`src/rtl/range_seq_driver.sv`:
```
// Range-finder stimulus/checker: buffers samples, replays them as one go/finish framed
// run, captures the returned range/error and compares it against its own max-min.
module range_seq_driver #(
  parameter int WIDTH = 8,
  parameter int DEPTH = 16
) (
  input  logic                       clock,
  input  logic                       reset,
  input  logic                       wr_valid,
  input  logic [WIDTH-1:0]           wr_data,
  output logic                       wr_ready,
  input  logic                       clear,
  output logic [$clog2(DEPTH+1)-1:0] count,
  input  logic                       start,
  output logic                       reject,
  output logic                       busy,
  output logic                       done,
  output logic [WIDTH-1:0]           data_out,
  output logic                       go,
  output logic                       finish,
  input  logic [WIDTH-1:0]           range_in,
  input  logic                       error_in,
  output logic [WIDTH-1:0]           result,
  output logic                       result_err,
  output logic [WIDTH-1:0]           expected,
  output logic                       mismatch
);
  localparam int CW = $clog2(DEPTH+1);
  localparam int AW = $clog2(DEPTH);

  typedef enum logic [1:0] {IDLE = 2'd0, FIRST = 2'd1, STREAM = 2'd2, LAST = 2'd3} state_t;

  state_t           state_r, state_s;
  logic [WIDTH-1:0] buf_r [DEPTH];
  logic [CW-1:0]    count_s, n_r;
  logic [AW-1:0]    idx_r, idx_s;
  logic [WIDTH-1:0] min_r, max_r, min_s, max_s, data_s, span_s;
  logic             wr_en_s, accept_s, refuse_s;

  // Buffer control: start/clear/load decisions, only acted on in IDLE
  always_comb begin
    accept_s = (state_r == IDLE) && start && (count >= CW'(2));
    refuse_s = (state_r == IDLE) && start && (count < CW'(2));
    wr_en_s  = 1'b0;
    count_s  = count;
    if (state_r != IDLE) begin
      count_s = count;
    end else if (clear) begin
      count_s = {CW{1'b0}};
    end else if (wr_valid && (count < CW'(DEPTH))) begin
      wr_en_s = 1'b1;
      count_s = count + CW'(1);
    end else begin
      count_s = count;
    end
  end

  // Next-state logic; n_r is the run length latched when the run was accepted
  always_comb begin
    state_s = state_r;
    case (state_r)
      IDLE: begin
        if (accept_s) state_s = FIRST;
        else          state_s = IDLE;
      end
      FIRST: begin
        if (n_r > CW'(2)) state_s = STREAM;
        else              state_s = LAST;
      end
      STREAM: begin
        if (CW'(idx_r) == n_r - CW'(2)) state_s = LAST;
        else                            state_s = STREAM;
      end
      LAST:    state_s = IDLE;
      default: state_s = IDLE;
    endcase
  end

  // Output values for the coming cycle, plus running min/max of what is played
  always_comb begin
    case (state_s)
      FIRST:        idx_s = {AW{1'b0}};
      STREAM, LAST: idx_s = idx_r + AW'(1);
      default:      idx_s = {AW{1'b0}};
    endcase
    if (state_s != IDLE) data_s = buf_r[idx_s];
    else                 data_s = {WIDTH{1'b0}};
    if (state_s == FIRST) begin
      min_s = data_s;
      max_s = data_s;
    end else if (state_s != IDLE) begin
      min_s = (data_s < min_r) ? data_s : min_r;
      max_s = (data_s > max_r) ? data_s : max_r;
    end else begin
      min_s = min_r;
      max_s = max_r;
    end
    span_s = max_r - min_r;
  end

  // Sample storage; appends land above the played entries so a run is never disturbed
  always_ff @(posedge clock) begin
    if (wr_en_s) buf_r[count[AW-1:0]] <= wr_data;
  end

  // State register
  always_ff @(posedge clock or posedge reset) begin
    if (reset) state_r <= IDLE;
    else       state_r <= state_s;
  end

  // Registered outputs and per-run bookkeeping
  always_ff @(posedge clock or posedge reset) begin
    if (reset) begin
      count      <= {CW{1'b0}};
      wr_ready   <= 1'b1;
      n_r        <= {CW{1'b0}};
      idx_r      <= {AW{1'b0}};
      min_r      <= {WIDTH{1'b0}};
      max_r      <= {WIDTH{1'b0}};
      data_out   <= {WIDTH{1'b0}};
      go         <= 1'b0;
      finish     <= 1'b0;
      busy       <= 1'b0;
      done       <= 1'b0;
      reject     <= 1'b0;
      result     <= {WIDTH{1'b0}};
      result_err <= 1'b0;
      expected   <= {WIDTH{1'b0}};
      mismatch   <= 1'b0;
    end else begin
      count    <= count_s;
      wr_ready <= (state_s == IDLE) && (count_s < CW'(DEPTH));
      idx_r    <= idx_s;
      min_r    <= min_s;
      max_r    <= max_s;
      data_out <= data_s;
      go       <= (state_s == FIRST);
      finish   <= (state_s == LAST);
      busy     <= (state_s != IDLE);
      done     <= (state_r == LAST);
      reject   <= refuse_s;
      if (accept_s) begin
        n_r        <= count;
        result_err <= 1'b0;
      end else if (state_r != IDLE) begin
        result_err <= result_err | error_in;
      end
      // LAST closing edge: min/max already include the final sample
      if (state_r == LAST) begin
        result   <= range_in;
        expected <= span_s;
        mismatch <= (range_in != span_s) | result_err | error_in;
      end
    end
  end

endmodule

```
`config.mk`:
```
export PLATFORM = sky130hd
export DESIGN_NAME = range_seq_driver
export DESIGN_NICKNAME = d
export VERILOG_FILES = /design/src/rtl/range_seq_driver.sv
export SDC_FILE = /design/constraint.sdc
export NUM_CORES = 1
export LEC_CHECK = 0
export ABC_AREA = 0
export CAP_MARGIN = 20
export CORE_MARGIN = 4
export CORE_UTILIZATION = 55
export CTS_CLUSTER_DIAMETER = 80
export DETAILED_ROUTE_END_ITERATION = 12
export PLACE_DENSITY_LB_ADDON = 0.15
export SLEW_MARGIN = 20
export SYNTH_ARGS = -nofsm -noshare
export SYNTH_HDL_FRONTEND = slang
export SYNTH_SLANG_ARGS = --single-unit
```
`constraint.sdc`:
```
create_clock -name clock -period 5.3 [get_ports clock]
set_input_delay 0.53 -clock clock [delete_from_list [all_inputs] [get_ports clock]]
set_output_delay 0.53 -clock clock [all_outputs]
set_load 0.03 [all_outputs]
```
==> reports/qor_table.md, run 1 <==
| Metric | Reported | Unit |
|:---|:---|:---|
| Clock buffer count from CTS | 17 | - |
| Number of synthesized flops with an enable pin | 128 | - |
| Placed Instances | 855 | - |
| Starting Density | 0.564 | - |
| Synth unique cells | 62 | - |
| Number of hold violations in the final report | 0 | - |
| Area growth from synthesis to final layout | 16.0 | % |
| Clock tree from TritonCTS | built | - |
| Total track usage | 0.220 | - |
| Ports placed on the boundary | 59 | - |
| Seq cells post-synth | 192 | - |
| Most frequent standard cell in the layout excluding fill and tap cells | sky130_fd_sc_hd__edfxtp_1 | - |
| Cell area after technology mapping | 0.00863 | sq mm |
| Peak fanout along the critical path | 31 | - |
| Worst EP required | 5.61 | ns |
| Leakage | 3.76 | nW |
| Total routed wirelength | 18.9 | mm |
| DR pass1 iterations | 5 | - |
| Fmax | 203 | MHz |
| Cell area power density | 641 | mW/mm^2 |
| Number of H-tree branching levels | 4 | - |
| CP arrival | 5.23 | ns |
| Final period util | 0.927 | - |
| DR DRC count | 0 | - |
| Final cell count without fillers | 887 | - |
| Buffers from clock root to sink, at most | 2 | - |
| FP Rows | 45 | - |
| Min Clock Period, post-route | 4.91 | ns |
| Internal power consumption | 0.00390 | W |
| Accumulated negative setup slack | 0 | ns |
| Die ar. | 0.0178 | sq mm |
| Final slew viol count | 0 | - |
| Most used cells in the layout excluding fill and tap cells | sky130_fd_sc_hd__edfxtp_1 (128), sky130_fd_sc_hd__dfrtp_1 (63), sky130_fd_sc_hd__clkdlybuf4s50_1 (58) | - |
| Resized Gates After CTS | 0 | - |
| Top FF cell, synth | sky130_fd_sc_hd__edfxtp_1 | - |
| Layout cells sized above 1 | 0.148 | - |
| Core ar. | 0.0153 | sq mm |
| Transition time at the pin with the least slew margin | 0.991 | ns |
| Die Wd | 133 | microns |
| Die Height | 133 | microns |
| WL per Instance | 21.3 | microns |
| Synthesized area per cell | 14.3 | sq um |
| Number of DRC markers in iteration 0 | 421 | - |
| Class of the most critical setup path | reg -> reg | - |
| Power share of the sequential group | 0.304 | - |
| Worst Skew | 0.00944 | ns |
| Run status | finished clean | - |
| Net count after synthesis | 660 | - |
| Number of antenna violations at the first check in global routing | 0 | - |
| Post-DR vias/cell | 6.04 | - |
| Gr ovfl total | 0 | - |
| Antenna cell count | 0 | - |
| Unrepaired setup endpoints after global routing | no | - |
| Synth Warn # | 0 | - |
| Path category of the worst min-delay check | reg -> reg | - |
| Nets@finish | 718 | - |
| Clk_lat worst skew | 0.43 | ns |
| Total half-perimeter wirelength after legalization and detailed placement | 13.2 | mm |
| Number of sinks driven by the clock tree | 192 | - |
| Number of maximum-capacitance constraint violations | 0 | - |
| Part of the power in the clock network | 0.196 | - |
| Total net switching power | 0.00253 | W |
| Total via count in the routed design | 5,359 | - |
| Synthesized instance count | 605 | - |
| Share of total power in combinational logic | 0.500 | - |
| Total of buffers placed on input and output ports | 58 | - |
| Global placer's final weighted congestion | 0.874 | - |
| Setup crit start kind | flop | - |
| Worst slew margin relative to its limit | 0.335 | - |
| Root Buffer | sky130_fd_sc_hd__clkbuf_16 | - |
| Final setup violation count | 0 | - |
| Worst vdd rail ir drop | 0.280 | mV |
| Clock slew seen by the registers of the worst setup and hold paths | 0.07 | ns |
| Via count of the first global-routing pass | 5,450 | - |
| Antenna Violating Nets Remaining | 0 | - |
| Global-route wire length before repair | 29.7 | mm |
| Asr flop ratio synth | 0.333 | - |
| Hold bufs inserted after CTS | 0 | - |
| # Post-CTS Setup Buffers | 0 | - |
| Net switching fraction of the power | 0.394 | - |
| Register area share after synthesis | 0.631 | - |
| Maximum number of pins on one net before global-route repair | 65 | - |
| Critical Path Sink Type | flop | - |
-- metrics by stage --
step                hold WS [ns]  cell area, sq um  power [W]   util  setup WS [ns]
floorplan                  0.481              8630    0.00427      -          0.960
global placement           0.490              9440    0.00510  0.616          0.690
detailed placement         0.496              9440    0.00519  0.616          0.504
CTS                        0.512             10000    0.00646  0.654          0.487
global route               0.530             10000    0.00681  0.654          0.234
finish                     0.512             10000    0.00642  0.654          0.386
-- critical path, cell delays in order (launching register included) --
cell and delay, ns:
sky130_fd_sc_hd__dfrtp_1 0.38, sky130_fd_sc_hd__inv_1 0.07, sky130_fd_sc_hd__ha_1 0.34, sky130_fd_sc_hd__buf_4 0.32, sky130_fd_sc_hd__nand2_1 0.30, sky130_fd_sc_hd__a221oi_1 0.33
sky130_fd_sc_hd__nor3_1 0.10, sky130_fd_sc_hd__a211oi_1 0.72, sky130_fd_sc_hd__ha_1 0.39, sky130_fd_sc_hd__a21oi_1 0.15, sky130_fd_sc_hd__nor2_1 0.05, sky130_fd_sc_hd__or4b_4 0.52
sky130_fd_sc_hd__or3b_1 0.43, sky130_fd_sc_hd__o221ai_4 0.31, sky130_fd_sc_hd__mux2_2 0.38
-- state kept, by name, summed over array words and instances (netlist names) --
signal	count
buf_r	128
data_out	8
expected	8
max_r	8
min_r	8
result	8
count	5
n_r	5
idx_r	4
state_r	2
busy	1
done	1
finish	1
go	1
mismatch	1
reject	1
result_err	1
wr_ready	1
-- path summary, 6_finish.rpt --
kind	start	end	slack, ns	cells past startpoint
max in group asynchronous	reset	min_r[6]	4.12	3
worst min register to register	min_r[2]	min_r[2]	0.51	1
worst max register to register	state_r[0]	min_r[6]	0.39	14
worst max-delay path	state_r[0]	min_r[6]	0.39	14
min in group asynchronous	reset	result[2]	0.65	3
worst min-delay path	min_r[2]	min_r[2]	0.51	1
-- cells by family (layout without fill, tap and decap cells) --
| family | Yosys count | in the layout | synth area share |
|---|---|---|---|
| buffers and inverters | 62 | 133 | 0.0325 |
| XOR/XNOR | 23 | 23 | 0.0233 |
| flip-flops | 192 | 192 | 0.631 |
| AO/OA/AOI/OAI | 122 | 122 | 0.103 |
| AND/OR/NAND/NOR | 113 | 113 | 0.0759 |
| adder cells (fa/ha/maj) | 33 | 33 | 0.0487 |
| multiplexers | 60 | 60 | 0.0859 |
-- final cells by class --
cell class                 count  area, sq um
multi-input combinational    351         2920
clock inverter                14          151
inverter                      32          123
timing repair buffer          69          688
sequential                   192         5450
tap                          211          264
clock buffer                  18          429
fill                        1145         5300
-- synth_stat cells, types with 11 or more instances --
| master | instances | area share |
|---|---|---|
| sky130_fd_sc_hd__a21oi_1 | 23 | 0.013 |
| sky130_fd_sc_hd__edfxtp_1 | 128 | 0.45 |
| sky130_fd_sc_hd__nor3_1 | 12 | 0.0070 |
| sky130_fd_sc_hd__inv_1 | 31 | 0.013 |
| sky130_fd_sc_hd__dfrtp_1 | 63 | 0.18 |
| sky130_fd_sc_hd__a221oi_1 | 17 | 0.017 |
| sky130_fd_sc_hd__o21ai_0 | 12 | 0.0070 |
| sky130_fd_sc_hd__nand2_1 | 20 | 0.0087 |
| sky130_fd_sc_hd__mux2i_1 | 19 | 0.022 |
| sky130_fd_sc_hd__nor2_1 | 17 | 0.0074 |
| sky130_fd_sc_hd__ha_1 | 32 | 0.046 |
| sky130_fd_sc_hd__xor2_1 | 13 | 0.013 |
| sky130_fd_sc_hd__and2_1 | 20 | 0.014 |
| sky130_fd_sc_hd__mux2_2 | 33 | 0.043 |
| sky130_fd_sc_hd__o22ai_1 | 11 | 0.0080 |
| sky130_fd_sc_hd__clkbuf_1 | 14 | 0.0061 |
-- power groups by stage --
stage	Clock (W)	Combinational (W)	Sequential (W)
after CTS	0.00128	0.00322	0.00196
after floorplan	0	0.00210	0.00217
after global placement	0	0.00312	0.00198
final	0.00126	0.00321	0.00195
after detailed placement	0	0.00321	0.00199
after global routing	0.00134	0.00349	0.00198
-- metal layers --
| layer | up-vias | track usage | share of wire |
|---|---|---|---|
| met1 | 2683 | 0.286 | 0.42 |
| met5 | - | 0 | 0 |
| met3 | 45 | 0.0400 | 0.053 |
| li1 | 2413 | - | - |
| met4 | 0 | 0.0926 | 0.031 |
| met2 | 218 | 0.367 | 0.50 |
(Power assumes the default switching activity.)
==> run 2: changes to the inputs <==
REMOVE_ABC_BUFFERS = 1   (was default)
clock period = 5 ns   (was 5.3 ns; I/O delays follow)
==> run 2 against run 1 <==
  * Combinational power rose by 6%
  * Sequential power increased by 6%
  * Largest cell class unchanged
  * Clock skew shrank 0.0025 ns
==> reports/qor_table.md, run 2 (synthesis results as in run 1) <==
| Metric | Reported | Unit | Delta |
|:---|:---|:---|:---|
| Total via count in the routed design | 5,280 | - | -1.5% |
| Critical Path Sink Type | flop | - |  |
| Footprint of the multi-input gates | 0.00292 | sq mm | unchanged |
| Final slew viol count | 0 | - | unchanged |
| Worst vdd rail ir drop | 0.355 | mV | +27% |
| Worst slew margin relative to its limit | 0.514 | - | +0.178 |
| Area growth from synthesis to final layout | 16.7 | % |  |
| Starting Density | 0.564 | - | unchanged |
| Total track usage | 0.215 | - | -0.00562 |
| Global-route wire length before repair | 29.2 | mm | -1.7% |
| Die Wd | 133 | microns | unchanged |
| Worst EP required | 5.31 | ns | -0.30 ns |
| Layout cells sized above 1 | 0.150 | - | +0.00207 |
| Area occupied by registers | 0.00545 | sq mm | unchanged |
| Cell area after placement | 0.00946 | sq mm | +0.27% |
| Met1 Usage GRT | 0.281 | - | -0.00585 |
| Crit-path leading delay family | simple AND/OR/NAND/NOR gates | - |  |
| Total of buffers placed on input and output ports | 58 | - | unchanged |
| Final setup violation count | 0 | - | unchanged |
| Total power of the final layout | 0.00686 | W | +6.9% |
| Run status | finished clean | - |  |
| Via count of the first global-routing pass | 5,347 | - | -1.9% |
| WL per Instance | 20.6 | microns | -3.5% |
| Final period util | 0.927 | - | about the same |
| Maximum number of pins on one net before global-route repair | 45 | - | -31% |
| Sum of buffers and inverters on the critical path | 3 | - | +1 |
| Worst slack at placement | 0.396 | ns | -0.108 ns |
| Total half-perimeter wirelength after legalization and detailed placement | 12.7 | mm | -3.9% |
| Fillers | 1,099 | - | -4.0% |
| Met2 track demand over resource in global routing | 0.358 | - | -0.00959 |
| Worst hold-check slack | 0.400 | ns | -0.112 ns |
| Number of hold violations in the final report | 0 | - | unchanged |
| Global placer's final weighted congestion | 0.966 | - | +11% |
| Number of antenna violations at the first check in global routing | 0 | - | unchanged |
| Clock tree from TritonCTS | built | - |  |
| Number of maximum-capacitance constraint violations | 0 | - | unchanged |
| M3 GR Usage | 0.0585 | - | +0.0185 |
| Peak fanout along the critical path | 26 | - | -16% |
| Resized Gates After CTS | 0 | - | unchanged |
| Number of flip-flops in the largest register | 128 | - | unchanged |
| Fmax | 216 | MHz | +6.0% |
| Transition time at the pin with the least slew margin | 0.725 | ns | -0.266 ns |
| Post-route standard cell area excluding fillers | 0.0101 | sq mm | +0.58% |
| Min Clock Period, post-route | 4.64 | ns | -0.277 ns |
| Leakage | 3.81 | nW | +1.3% |
| Antenna Violating Nets Remaining | 0 | - | unchanged |
| Gr ovfl total | 0 | - | unchanged |
| Most frequent standard cell in the layout excluding fill and tap cells | sky130_fd_sc_hd__edfxtp_1 | - |  |
| Antenna cell count | 0 | - | unchanged |
| FP Rows | 45 | - | unchanged |
| CP arrival | 4.95 | ns | -0.28 ns |
| Worst Skew | 0.00692 | ns | -0.00252 ns |
| Slowest-stage cell, CP | sky130_fd_sc_hd__mux4_2 | - |  |
| DR DRC count | 0 | - | unchanged |
| Nets@finish | 723 | - | +0.70% |
| Cell area power density | 681 | mW/mm^2 | +6.2% |
| Hold bufs inserted after CTS | 0 | - | unchanged |
| Critical path cell sequence | inv_1 > ha_1 > nand2b_4 > inv_4 > mux4_2 > o32a_1 > nor4b_1 > buf_4 > ha_1 > nand3_1 > a21boi_0 > or4b_4 > or3b_1 > o221ai_4 > mux2_2 | - |  |
| Number of DRC markers in iteration 0 | 437 | - | +3.8% |
| Path category of the worst min-delay check | in -> async | - |  |
| DR pass1 iterations | 6 | - | +1 |
| Unrepaired setup endpoints after global routing | no | - |  |
| Die Height | 133 | microns | unchanged |
| Clock slew seen by the registers of the worst setup and hold paths | 0.07 | ns | about the same |
| Most used cells in the layout excluding fill and tap cells | sky130_fd_sc_hd__edfxtp_1 (128), sky130_fd_sc_hd__dfrtp_1 (63), sky130_fd_sc_hd__clkdlybuf4s50_1 (58) | - |  |
| Total routed wirelength | 18.4 | mm | -3.0% |
| Setup crit start kind | flop | - |  |
| Crit path largest cell delay | 0.56 | ns | -0.16 ns |
| Class of the most critical setup path | reg -> reg | - |  |
| Post-DR vias/cell | 5.93 | - | -1.9% |
| Most common cell on crit path | sky130_fd_sc_hd__ha_1 | - |  |
| Clk_lat worst skew | 0.43 | ns | about the same |
| Die ar. | 0.0178 | sq mm | unchanged |
| Ports placed on the boundary | 59 | - | unchanged |
| Number of H-tree branching levels | 4 | - | unchanged |
| Least setup slack across all paths after layout | 0.363 | ns | -0.0227 ns |
| Number of sinks driven by the clock tree | 192 | - | unchanged |
| Root Buffer | sky130_fd_sc_hd__clkbuf_16 | - |  |
| Core ar. | 0.0153 | sq mm | unchanged |
| # Post-CTS Setup Buffers | 0 | - | unchanged |
| Busiest grt layer | met2 | - |  |
| Buffers from clock root to sink, at most | 2 | - | unchanged |
| Clock buffer count from CTS | 17 | - | unchanged |
run 2: worst register-to-register path, stage by stage, from the launching register on:
cell	delay (ns)
sky130_fd_sc_hd__dfrtp_1	0.38
sky130_fd_sc_hd__inv_1	0.07
sky130_fd_sc_hd__ha_1	0.35
sky130_fd_sc_hd__nand2b_4	0.11
sky130_fd_sc_hd__inv_4	0.28
sky130_fd_sc_hd__mux4_2	0.57
sky130_fd_sc_hd__o32a_1	0.29
sky130_fd_sc_hd__nor4b_1	0.16
sky130_fd_sc_hd__buf_4	0.18
sky130_fd_sc_hd__ha_1	0.29
sky130_fd_sc_hd__nand3_1	0.08
sky130_fd_sc_hd__a21boi_0	0.07
sky130_fd_sc_hd__or4b_4	0.56
sky130_fd_sc_hd__or3b_1	0.42
sky130_fd_sc_hd__o221ai_4	0.33
sky130_fd_sc_hd__mux2_2	0.38
run 2: metal layers:
metal  share of wire  wire, microns  vias up
li1                -              -     2422
met1            0.43           7810     2626
met2            0.49           8980      199
met3           0.067           1230       33
met4           0.018            331        0
met5               0              0        -
run 2: final cells by class:
type	count	area share
Timing Repair Buffer	74	0.0708
Multi-Input combinational cell	351	0.289
Clock buffer	18	0.0426
Tap cell	211	0.0262
Clock inverter	13	0.0183
Inverter	32	0.0122
Sequential cell	192	0.541
run 2: path summary, 6_finish.rpt:
path,startpoint,to,slack [ns],cells after the start
setup / recovery,state_r[0],min_r[4],0.36,15
hold / removal,reset,count[2],0.40,2
setup reg to reg,state_r[0],min_r[4],0.36,15
hold reg to reg,result[2],result[2],0.50,1
max in group asynchronous,reset,max_r[5],3.67,3
min in group clock,result[2],result[2],0.50,1
run 2: power breakdown:
group          internal, W  total, W  switching [W]
sequential         0.00193   0.00206       0.000124
combinational      0.00150   0.00339        0.00189
clock             0.000838   0.00141       0.000577
total              0.00427   0.00686        0.00259
run 2: metrics by stage:
| stage | util | TNS (ns) | instances |
|---|---|---|---|
| global route | 0.658 | 0 | 891 |
| detailed placement | 0.618 | 0 | 860 |
| global placement | 0.618 | 0 | 860 |
| finish | 0.658 | 0 | 891 |
| floorplan | - | -17.88 | 575 |
| CTS | 0.658 | 0 | 891 |
==> run 3: changes to the inputs <==
--- a/config.mk
+++ b/config.mk
@@ -10,3 +10,3 @@
 export CORE_MARGIN = 4
-export CORE_UTILIZATION = 55
+export CORE_UTILIZATION = 43
 export CTS_CLUSTER_DIAMETER = 80
--- a/constraint.sdc
+++ b/constraint.sdc
@@ -3,2 +3,2 @@
 set_output_delay 0.5 -clock clock [all_outputs]
-set_load 0.03 [all_outputs]
+set_load 0.01 [all_outputs]
==> run 3 against run 2 <==
  * Non-clock buffer count grew 2
  * Core utilization shrank 14 points
  * Critical endpoint is now min_r[5]
  * Via count shrank 0.93%
  * Wire length grew 6.1%
  * Maximum frequency shrank 1.3%
  * Largest power group unchanged
  * Clock-buffer cell count shrank 1
  * Worst hold slack gained 0.11 ns
  * Clock power shrank 5%
  * Critical path type unchanged
  * Largest cell class unchanged
  * Sequential share of layout area shrank 0.35 points
  * Final cell count grew 6.4%
  * Worst setup slack lost 0.061 ns
  * First-iteration DRC count shrank 3.7%
==> reports/qor_table.md, run 3 (synthesis results as in run 1) <==
| Metric | Reported | Unit | Delta |
|:---|:---|:---|:---|
| Clock tree from TritonCTS | built | - |  |
| Setup slack on the worst flop-to-flop path | 0.30 | ns | -0.06 ns |
| Die ar. | 0.0224 | sq mm | +26% |
| Number of DRC markers in iteration 0 | 421 | - | -3.7% |
| DR DRC count | 0 | - | unchanged |
| Total routed wirelength | 19.5 | mm | +6.1% |
| Buffers from clock root to sink, at most | 2 | - | unchanged |
| Total half-perimeter wirelength after legalization and detailed placement | 13.9 | mm | +9.5% |
| FP Rows | 51 | - | +13% |
| DR pass1 iterations | 5 | - | -1 |
| Core ar. | 0.0196 | sq mm | +28% |
| Run status | finished clean | - |  |
| Clock slew seen by the registers of the worst setup and hold paths | 0.07 | ns | about the same |
| Number of hold violations in the final report | 0 | - | unchanged |
| Fmax | 213 | MHz | -1.3% |
| Logic depth of the worst register-to-register path | 18 | - | +3 |
| Placed Instances | 915 | - | +6.4% |
| Total of buffers placed on input and output ports | 58 | - | unchanged |
| Worst slack at placement | 0.141 | ns | -0.255 ns |
| Path category of the worst min-delay check | reg -> reg | - |  |
| Maximum number of pins on one net before global-route repair | 65 | - | +44% |
| Antenna cell count | 0 | - | unchanged |
| Number of flip-flops in the largest register | 128 | - | unchanged |
| Antenna Violating Nets Remaining | 0 | - | unchanged |
| Peak fanout along the critical path | 19 | - | -27% |
| Clock buffer count from CTS | 17 | - | unchanged |
| Total via count in the routed design | 5,231 | - | -0.93% |
| CP arrival | 5.01 | ns | +0.06 ns |
| Post-DR vias/cell | 5.52 | - | -6.9% |
| Number of sinks driven by the clock tree | 192 | - | unchanged |
| Class of the most critical setup path | reg -> reg | - |  |
| Most used cells in the layout excluding fill and tap cells | sky130_fd_sc_hd__edfxtp_1 (128), sky130_fd_sc_hd__dfrtp_1 (63), sky130_fd_sc_hd__clkdlybuf4s50_1 (58) | - |  |
| WL per Instance | 20.5 | microns | -0.26% |
| Final slew viol count | 0 | - | unchanged |
| Number of maximum-capacitance constraint violations | 0 | - | unchanged |
| Accumulated negative setup slack | 0 | ns | unchanged |
| Hold bufs inserted after CTS | 0 | - | unchanged |
| Least setup slack across all paths after layout | 0.302 | ns | -0.0613 ns |
| WHS Endpoint | expected[7] | - |  |
| Worst reg2reg endpoint | min_r[5] | - |  |
| Critical Path Sink Type | flop | - |  |
| Leakage | 3.81 | nW | about the same |
| Layout cells sized above 1 | 0.160 | - | +0.00959 |
| Min Clock Period, post-route | 4.70 | ns | +0.0613 ns |
| Final period util | 0.940 | - | +0.0123 |
| Worst Skew | 0.00513 | ns | -0.00179 ns |
| Most frequent standard cell in the layout excluding fill and tap cells | sky130_fd_sc_hd__edfxtp_1 | - |  |
| Cell area power density | 659 | mW/mm^2 | -3.2% |
| Final setup violation count | 0 | - | unchanged |
| Worst vdd rail ir drop | 0.320 | mV | -9.7% |
| Worst Min Path Start | expected[7] | - |  |
| Global placer's final weighted congestion | 0.843 | - | -13% |
| Die Wd | 150 | microns | +12% |
| Area growth from synthesis to final layout | 17.4 | % |  |
| Number of H-tree branching levels | 4 | - | unchanged |
| Gr ovfl total | 0 | - | unchanged |
| Number of antenna violations at the first check in global routing | 0 | - | unchanged |
| Die Height | 150 | microns | +12% |
| Worst hold-check slack | 0.509 | ns | +0.109 ns |
| Startpoint of the most critical register-to-register path | state_r[0] | - |  |
| Starting Density | 0.441 | - | -0.123 |
| Total track usage | 0.185 | - | -0.0297 |
| Worst slew margin relative to its limit | 0.373 | - | -0.141 |
| Clk_lat worst skew | 0.43 | ns | about the same |
| Global-route wire length before repair | 31.4 | mm | +7.3% |
| Setup crit start kind | flop | - |  |
| Via count of the first global-routing pass | 5,416 | - | +1.3% |
| Total power of the final layout | 0.00669 | W | -2.6% |
| Nets@finish | 725 | - | +0.28% |
| Worst EP required | 5.32 | ns | about the same |
| Hold Path Depth | 1 | - |  |
| Ports placed on the boundary | 59 | - | unchanged |
| Root Buffer | sky130_fd_sc_hd__clkbuf_16 | - |  |
| Transition time at the pin with the least slew margin | 0.935 | ns | +0.210 ns |
| Final cell count without fillers | 948 | - | +6.4% |
| Unrepaired setup endpoints after global routing | no | - |  |
[run 3: changes by cell type in the layout (fill, tap and decap cells not counted), moves of 2 or more]
cell                        before  now
sky130_fd_sc_hd__inv_8           1    5
sky130_fd_sc_hd__buf_4          15   17
sky130_fd_sc_hd__nor4b_1         4    2
sky130_fd_sc_hd__bufinv_16       4    1
sky130_fd_sc_hd__nor4b_2         0    2
sky130_fd_sc_hd__inv_6           3    5
[run 3: layout make-up]
cell class                 instances  area, sq um
inverter                          32          125
fill                            1645         9450
timing repair buffer              76          728
clock buffer                      17          425
clock inverter                    15          151
sequential                       192         5450
multi-input combinational        351         2930
tap                              265          332
[run 3: worst max-delay path, stage by stage (launching register included)]
cell and delay (ns):
sky130_fd_sc_hd__dfrtp_1 0.38, sky130_fd_sc_hd__inv_1 0.07, sky130_fd_sc_hd__ha_1 0.36, sky130_fd_sc_hd__buf_4 0.20, sky130_fd_sc_hd__buf_4 0.25, sky130_fd_sc_hd__nand2_1 0.07
sky130_fd_sc_hd__mux2i_1 0.19, sky130_fd_sc_hd__buf_4 0.25, sky130_fd_sc_hd__nand2_1 0.09, sky130_fd_sc_hd__o32a_1 0.18, sky130_fd_sc_hd__nor4b_2 0.17, sky130_fd_sc_hd__buf_4 0.19
sky130_fd_sc_hd__ha_1 0.28, sky130_fd_sc_hd__nand3_1 0.08, sky130_fd_sc_hd__a21boi_0 0.12, sky130_fd_sc_hd__or4b_4 0.58, sky130_fd_sc_hd__or3b_1 0.42, sky130_fd_sc_hd__o221ai_4 0.32
sky130_fd_sc_hd__mux2_2 0.38
[run 3: per-stage QoR]
stage | util | area [sq um]
2_1_floorplan | - | 8480
3_3_place_gp | 0.487 | 9540
3_5_place_dp | 0.487 | 9540
4_1_cts | 0.516 | 10100
5_1_grt | 0.518 | 10100
6_report | 0.518 | 10100
[run 3: worst max-delay path by stage]
stage / startpoint / to / slack [ns] / cells after the start
5_1_grt: state_r[1] / min_r[6] / 0.009 / 18
4_1_cts: state_r[0] / min_r[2] / 0.12 / 16
2_1_floorplan: idx_r[0] / min_r[1] / -1.47 / 13
6_report: state_r[0] / min_r[5] / 0.30 / 18
3_5_place_dp: state_r[0] / min_r[6] / 0.14 / 16
3_3_place_gp: state_r[0] / min_r[7] / 0.21 / 16
[run 3: power by group]
group          internal, W  switching [W]
combinational      0.00153        0.00175
sequential         0.00193       0.000130
clock             0.000707       0.000632
total              0.00417        0.00251
[run 3: repair_timing]
item / in CTS / in global routing
endpoints found under the setup margin: 0 / 7
resized for setup: 0 / 4
setup buffers: 0 / 1
[run 3: metal layers]
layer | wire (microns) | up-vias | track usage | share of wire
li1 | - | 2441 | - | -
met1 | 9390 | 2639 | 0.277 | 0.48
met2 | 8870 | 133 | 0.280 | 0.46
met3 | 975 | 18 | 0.0394 | 0.050
met4 | 230 | 0 | 0.0398 | 0.012
met5 | 0 | - | 0 | 0
